**src/rtl/fb_pixel_pipe.sv**
```systemverilog
// Framebuffer-to-VGA pixel pipeline: incremental raster addressing, pixel doubling,
// read-latency tracking and RGB expansion. FB_BIT_REPLICATE_EN selects MSB-replicated colour fill.
module fb_pixel_pipe #(
  parameter int H_RES       = 640,
  parameter int V_RES       = 480,
  parameter int R_BITS      = 3,
  parameter int G_BITS      = 3,
  parameter int B_BITS      = 2,
  parameter int ADDR_W      = 19,
  parameter int RD_LAT      = 1,
  parameter int SCALE_SHIFT = 0,
  localparam int PIX_W      = R_BITS + G_BITS + B_BITS
) (
  input  logic              Clk,
  input  logic              Reset_n,
  input  logic              frame_start,
  input  logic              pix_en,
  output logic [ADDR_W-1:0] read_address,
  input  logic [PIX_W-1:0]  mem_data,
  output logic [7:0]        VGA_R,
  output logic [7:0]        VGA_G,
  output logic [7:0]        VGA_B,
  output logic              pix_valid_out,
  output logic              overrun
);

  localparam int NPIX = H_RES * V_RES;
  localparam int XW   = $clog2(H_RES);
  localparam int YW   = $clog2(V_RES);
  localparam int TW   = $clog2(NPIX + 1);
  localparam logic [ADDR_W-1:0] LINE_STEP = ADDR_W'(H_RES >> SCALE_SHIFT);
  localparam logic [YW:0]       SMASK     = (YW+1)'((1 << SCALE_SHIFT) - 1);

  logic [XW-1:0]     xcnt;
  logic [YW-1:0]     ycnt;
  logic [ADDR_W-1:0] line_base;
  logic [TW-1:0]     pix_total;
  logic [RD_LAT-1:0] vld_p;
  logic [RD_LAT-1:0] ovr_p;

  // frame_start zeroes the raster position seen by a same-cycle pixel
  logic [XW-1:0]     x_cur;
  logic [YW-1:0]     y_cur;
  logic [ADDR_W-1:0] lb_cur;
  logic [TW-1:0]     tot_cur;
  logic [YW:0]       y_p1;
  logic [YW-1:0]     y_inc;
  logic              full;
  logic              last_x;
  logic              repeat_line;

  always_comb begin
    x_cur       = frame_start ? '0 : xcnt;
    y_cur       = frame_start ? '0 : ycnt;
    lb_cur      = frame_start ? '0 : line_base;
    tot_cur     = frame_start ? '0 : pix_total;
    full        = (tot_cur == TW'(NPIX));
    last_x      = (x_cur == XW'(H_RES - 1));
    y_p1        = {1'b0, y_cur} + 1'b1;
    y_inc       = (y_cur == YW'(V_RES - 1)) ? '0 : y_p1[YW-1:0];
    repeat_line = |(y_p1 & SMASK);
  end

  logic [7:0] r_lj, g_lj, b_lj;
  logic [7:0] r_exp, g_exp, b_exp;

  assign r_lj = 8'(mem_data[PIX_W-1 -: R_BITS]) << (8 - R_BITS);
  assign g_lj = 8'(mem_data[B_BITS +: G_BITS]) << (8 - G_BITS);
  assign b_lj = 8'(mem_data[0 +: B_BITS]) << (8 - B_BITS);

`ifdef FB_BIT_REPLICATE_EN
  function automatic logic [7:0] fill(input logic [7:0] lj, input int w);
    logic [7:0] o;
    o = lj;
    for (int i = 0; i < 8; i++)
      if (i >= w) o[7-i] = lj[7-(i % w)];
    return o;
  endfunction

  assign r_exp = fill(r_lj, R_BITS);
  assign g_exp = fill(g_lj, G_BITS);
  assign b_exp = fill(b_lj, B_BITS);
`else
  assign r_exp = r_lj;
  assign g_exp = g_lj;
  assign b_exp = b_lj;
`endif

  always_ff @(posedge Clk or negedge Reset_n) begin
    if (!Reset_n) begin
      xcnt          <= '0;
      ycnt          <= '0;
      line_base     <= '0;
      pix_total     <= '0;
      read_address  <= '0;
      overrun       <= 1'b0;
      vld_p         <= '0;
      ovr_p         <= '0;
      pix_valid_out <= 1'b0;
      VGA_R         <= '0;
      VGA_G         <= '0;
      VGA_B         <= '0;
    end else begin
      if (frame_start) begin
        xcnt      <= '0;
        ycnt      <= '0;
        line_base <= '0;
        pix_total <= '0;
        overrun   <= 1'b0;
      end
      if (pix_en) begin
        if (full) begin
          overrun <= 1'b1;
        end else begin
          read_address <= lb_cur + ADDR_W'(x_cur >> SCALE_SHIFT);
          pix_total    <= tot_cur + 1'b1;
          if (last_x) begin
            xcnt <= '0;
            ycnt <= y_inc;
            line_base <= repeat_line ? lb_cur : lb_cur + LINE_STEP;
          end else begin
            xcnt <= x_cur + 1'b1;
          end
        end
      end

      // Valid/overrun tags ride alongside the memory latency; frame_start does not flush them
      vld_p[0] <= pix_en;
      ovr_p[0] <= pix_en & full;
      for (int i = 1; i < RD_LAT; i++) begin
        vld_p[i] <= vld_p[i-1];
        ovr_p[i] <= ovr_p[i-1];
      end

      pix_valid_out <= vld_p[RD_LAT-1];
      if (vld_p[RD_LAT-1] && !ovr_p[RD_LAT-1]) begin
        VGA_R <= r_exp;
        VGA_G <= g_exp;
        VGA_B <= b_exp;
      end else begin
        VGA_R <= '0;
        VGA_G <= '0;
        VGA_B <= '0;
      end
    end
  end

endmodule

```
**config.mk**
```make
export PLATFORM = sky130hd
export DESIGN_NAME = fb_pixel_pipe
export DESIGN_NICKNAME = d
export VERILOG_FILES = /design/src/rtl/fb_pixel_pipe.sv
export SDC_FILE = /design/constraint.sdc
export NUM_CORES = 1
export LEC_CHECK = 0
export BUFFER_PORTS_ARGS = -buffer_cell sky130_fd_sc_hd__buf_2
export CAP_MARGIN = 20
export CORE_ASPECT_RATIO = 0.6
export CORE_MARGIN = 4
export CORE_UTILIZATION = 45
export CTS_CLUSTER_SIZE = 16
export DETAILED_ROUTE_END_ITERATION = 7
export GPL_ROUTABILITY_DRIVEN = 0
export SYNTH_ARGS = -nofsm -noshare
export SYNTH_HDL_FRONTEND = slang
export SYNTH_SLANG_ARGS = --single-unit
```
**constraint.sdc**
```tcl
create_clock -name Clk -period 4.95 [get_ports Clk]
set_input_delay 0.99 -clock Clk [delete_from_list [all_inputs] [get_ports Clk]]
set_output_delay 0.99 -clock Clk [all_outputs]
set_load 0.02 [all_outputs]
```
==> metrics.md <==
| Metric | Value |
|---|---|
| Status | `finished, final reports clean` |
| Most frequently used cell type in the post-synthesis netlist | `dfrtp_1` |
| P&R area growth vs syn | `14.6%` |
| CP Capture Type | `flip-flop` |
| Yosys cell types | `50` |
| Starting Density | `46.2%` |
| PortBufs | `40` |
| Pin count of the biggest net entering global routing | `80` |
| Post-synthesis mux area share | `0.266%` |
| #FFs+latches synth | `between 70 and 80` |
| Final period util | `between 60% and 70%` |
| Cell Pwr Density | `just under 300 nW/µm²` |
| Drt total wl | `9000 µm` |
| Clock Latency Late Sink | `between 0.3 and 0.4 ns` |
| Initial antenna violation count | `0` |
| Final Non-Filler Cells | `between 600 and 700` |
| Setup Crit Path Kind | `in2reg` |
| Drt first pass iters | `4` |
| Final hold violations | `0` |
| Synth Area in Simple Gates | `between 20% and 30%` |
| Max Fclk | `slightly below 300 MHz` |
| Cts hold-fix bufs | `0` |
| Worst slew pin tran | `0.729 ns` |
| Syn. warnings | `0` |
| Number of global-route vias before repair | `between 3000 and 4000` |
| Row cnt | `27` |
| Vias | `3116` |
| Ratio of cells with drive above 1 in the final layout | `between 15 and 20%` |
| Unrepaired setup endpoints after global routing | `false` |
| Area of the core | `9160 µm²` |
| Post-Synth Adder-Cell Area | `4.32%` |
| Inserted Clock Buffers | `9` |
| Synth area leaders | `dfrtp_1 47%, xnor2_1 6.4%, nor2b_1 4.9%` |
| # IOs | `57` |
| Avg Cell Area, Syn | `9.53 µm²` |
| Yosys top cell area share | `between 40% and 50%` |
| Sequential area share after synthesis | `46.7%` |
| Sink Count | `79` |
| Fin nets | `roughly 510` |
| Top cells by count, synth | `79 x dfrtp_1, 50 x nand2_1, 39 x nor2_1, 33 x nor2b_1, 31 x xnor2_1` |
| Mapped Cells | `444` |
| Compound-Gate Fraction of Synth Area | `roughly a tenth` |
| Slew HR | `51.3%` |
| Setup TNS | `0 ns` |
| Wire length of the first global-routing pass | `15200 µm` |
| Routed WL per cell | `14.5 µm` |
| Critical Path AT | `about 3.6 ns` |
| Total die area | `~11000 µm²` |
| Slew Limit Fails | `0` |
| GRT Util Overall | `16.9%` |
| Fin crit period | `3.43 ns` |
| Routed Antenna Nets | `0` |
| Post-synth EDFFs | `0` |
| Largest family of logic cells by synthesized area | `simple AND/OR/NAND/NOR gates` |
| Setup violations, final | `0` |
| CTS root buffer | `clkbuf_16` |
| Hold Crit Class | `reg2reg` |
| VDD IR max | `0.168 mV` |
| CTS Buffer Depth | `2` |
| Drt drc | `0` |
| Predominant post-synthesis flop cell | `dfrtp_1` |
| FILL cells | `between 800 and 900` |
| Iteration-0 DRC Markers | `119` |
| Dominant cell type by area after synthesis | `dfrtp_1` |
| Grt total ovfl | `0` |
| CTS tree | `done` |
| Max_cap viols | `0` |
| Crit path launch type | `primary input` |
| DP HPWL | `6290 µm` |
| CTS H-tree depth | `3` |
| Pre-CTS setup slack | `roughly 1.1 ns` |
| Fraction of registers with async set/reset | `100%` |
| DR vias/cell | `5.03` |
| Die Ht | `around 83 µm` |
| Cells after DPL | `602` |
| Antenna Cells | `0` |
| CP Max Fanout | `29` |
| XOR/XNOR share of the synthesized area | `a little under a tenth` |
| Setup bufs post-CTS | `0` |
| Clock-pin slew on the worst setup and hold paths | `0.06 ns` |
| Final worst setup slack | `approximately 1.5 ns` |
| Crit path required time | `slightly above 5 ns` |
| Leak | `2.28 nW` |
| Resize count post-CTS | `0` |
| Clock skew | `approximately 0.0066 ns` |
| Die width | `around 130 µm` |
| Synthesized cell area | `about 4200 µm²` |
## cells in the final DEF (no fill, tap or decap), types with 3 or more instances in the layout
cell type,instances
a21o_1,7
a21oi_1,7
a31oi_1,7
and2_1,10
and3_1,3
buf_2,39
buf_4,8
clkbuf_16,9
clkinv_4,4
conb_1,16
dfrtp_1,79
ha_1,13
inv_1,9
nand2_1,50
nand3_1,18
nand3b_1,3
nand4_1,9
nor2_1,39
nor2b_1,33
nor3_1,11
nor4_1,7
o21ai_0,20
or2_2,3
or3_1,5
xnor2_1,31
xor2_1,14
## report_power, final
group	internal, W	switching, W	total (W)
Combinational	0.0000266	0.0000688	0.0000954
Sequential	0.000658	0.00000665	0.000665
Clock	0.000407	0.000271	0.000678
## kinds of logic (layout without fill, tap and decap cells)
family / after synthesis / in the layout
AND/OR/NAND/NOR: 198 / 198
flip-flops: 79 / 79
AO/OA/AOI/OAI: 61 / 61
XOR/XNOR: 45 / 45
buffers and inverters: 44 / 74
adder cells (fa/ha/maj): 15 / 15
other: 1 / 16
multiplexers: 1 / 1
## per-layer routing
layer	vias to the layer above	share of wire [%]	GRT usage, %
met5	-	0	0
met4	0	1.2	4.95
met3	12	6.2	5.27
met2	88	38	21.8
met1	1453	54	26.7
li1	1563	-	-
## worst paths after layout
kind / startpoint / end / slack (ns) / depth (start not counted)
max: frame_start / line_base[12]$_DFF_PN0_ / 1.52 / 12
max reg2reg: xcnt[0]$_DFF_PN0_ / line_base[16]$_DFF_PN0_ / 2.41 / 8
max in group asynchronous: Reset_n / line_base[3]$_DFF_PN0_ / 3.82 / 2
min: vld_p$_DFF_PN0_ / pix_valid_out$_DFF_PN0_ / 0.37 / 0
min in group asynchronous: Reset_n / pix_total[8]$_DFF_PN0_ / 0.55 / 1
min reg2reg: vld_p$_DFF_PN0_ / pix_valid_out$_DFF_PN0_ / 0.37 / 0
## metrics by stage
stage | hold slack, ns | area, µm² | total power (W) | util [%]
4_1_cts | 0.375 | 4820 | 0.00146 | 52.7
3_5_place_dp | 0.359 | 4520 | 0.000771 | 49.3
6_report | 0.370 | 4850 | 0.00144 | 53.0
5_1_grt | 0.386 | 4850 | 0.00150 | 53.0
2_1_floorplan | 0.347 | 4290 | 0.000742 | -
3_3_place_gp | 0.356 | 4520 | 0.000771 | 49.3
## critical path, stage by stage
cell and delay, ns:
buf_2 0.43, clkinv_1 0.13, buf_4 0.21, nand2_1 0.13, ha_1 0.15, nor4b_1 0.25
nand3_1 0.18, o21ai_2 0.33, buf_4 0.29, or3_1 0.29, nor2_1 0.10, xor2_1 0.14
## flip-flops by register name, indices dropped and copies added (netlist names)
signal         cells
vld_p              1
line_base         19
pix_total         19
pix_valid_out      1
read_address      19
VGA_B              2
overrun            1
xcnt              10
VGA_G              3
VGA_R              3
ovr_p              1
## area by class of cell
| class | count | area [µm²] | area share [%] |
|---|---|---|---|
| clock inverter | 6 | 70.1 | 1.44 |
| multi-input combinational | 336 | 2080 | 42.9 |
| timing repair buffer | 48 | 283 | 5.83 |
| inverter | 10 | 37.5 | 0.774 |
| sequential | 79 | 1980 | 40.7 |
| clock buffer | 10 | 239 | 4.93 |
| tap | 130 | 163 | 3.35 |
Note: power is estimated with default switching activity, not from simulation.
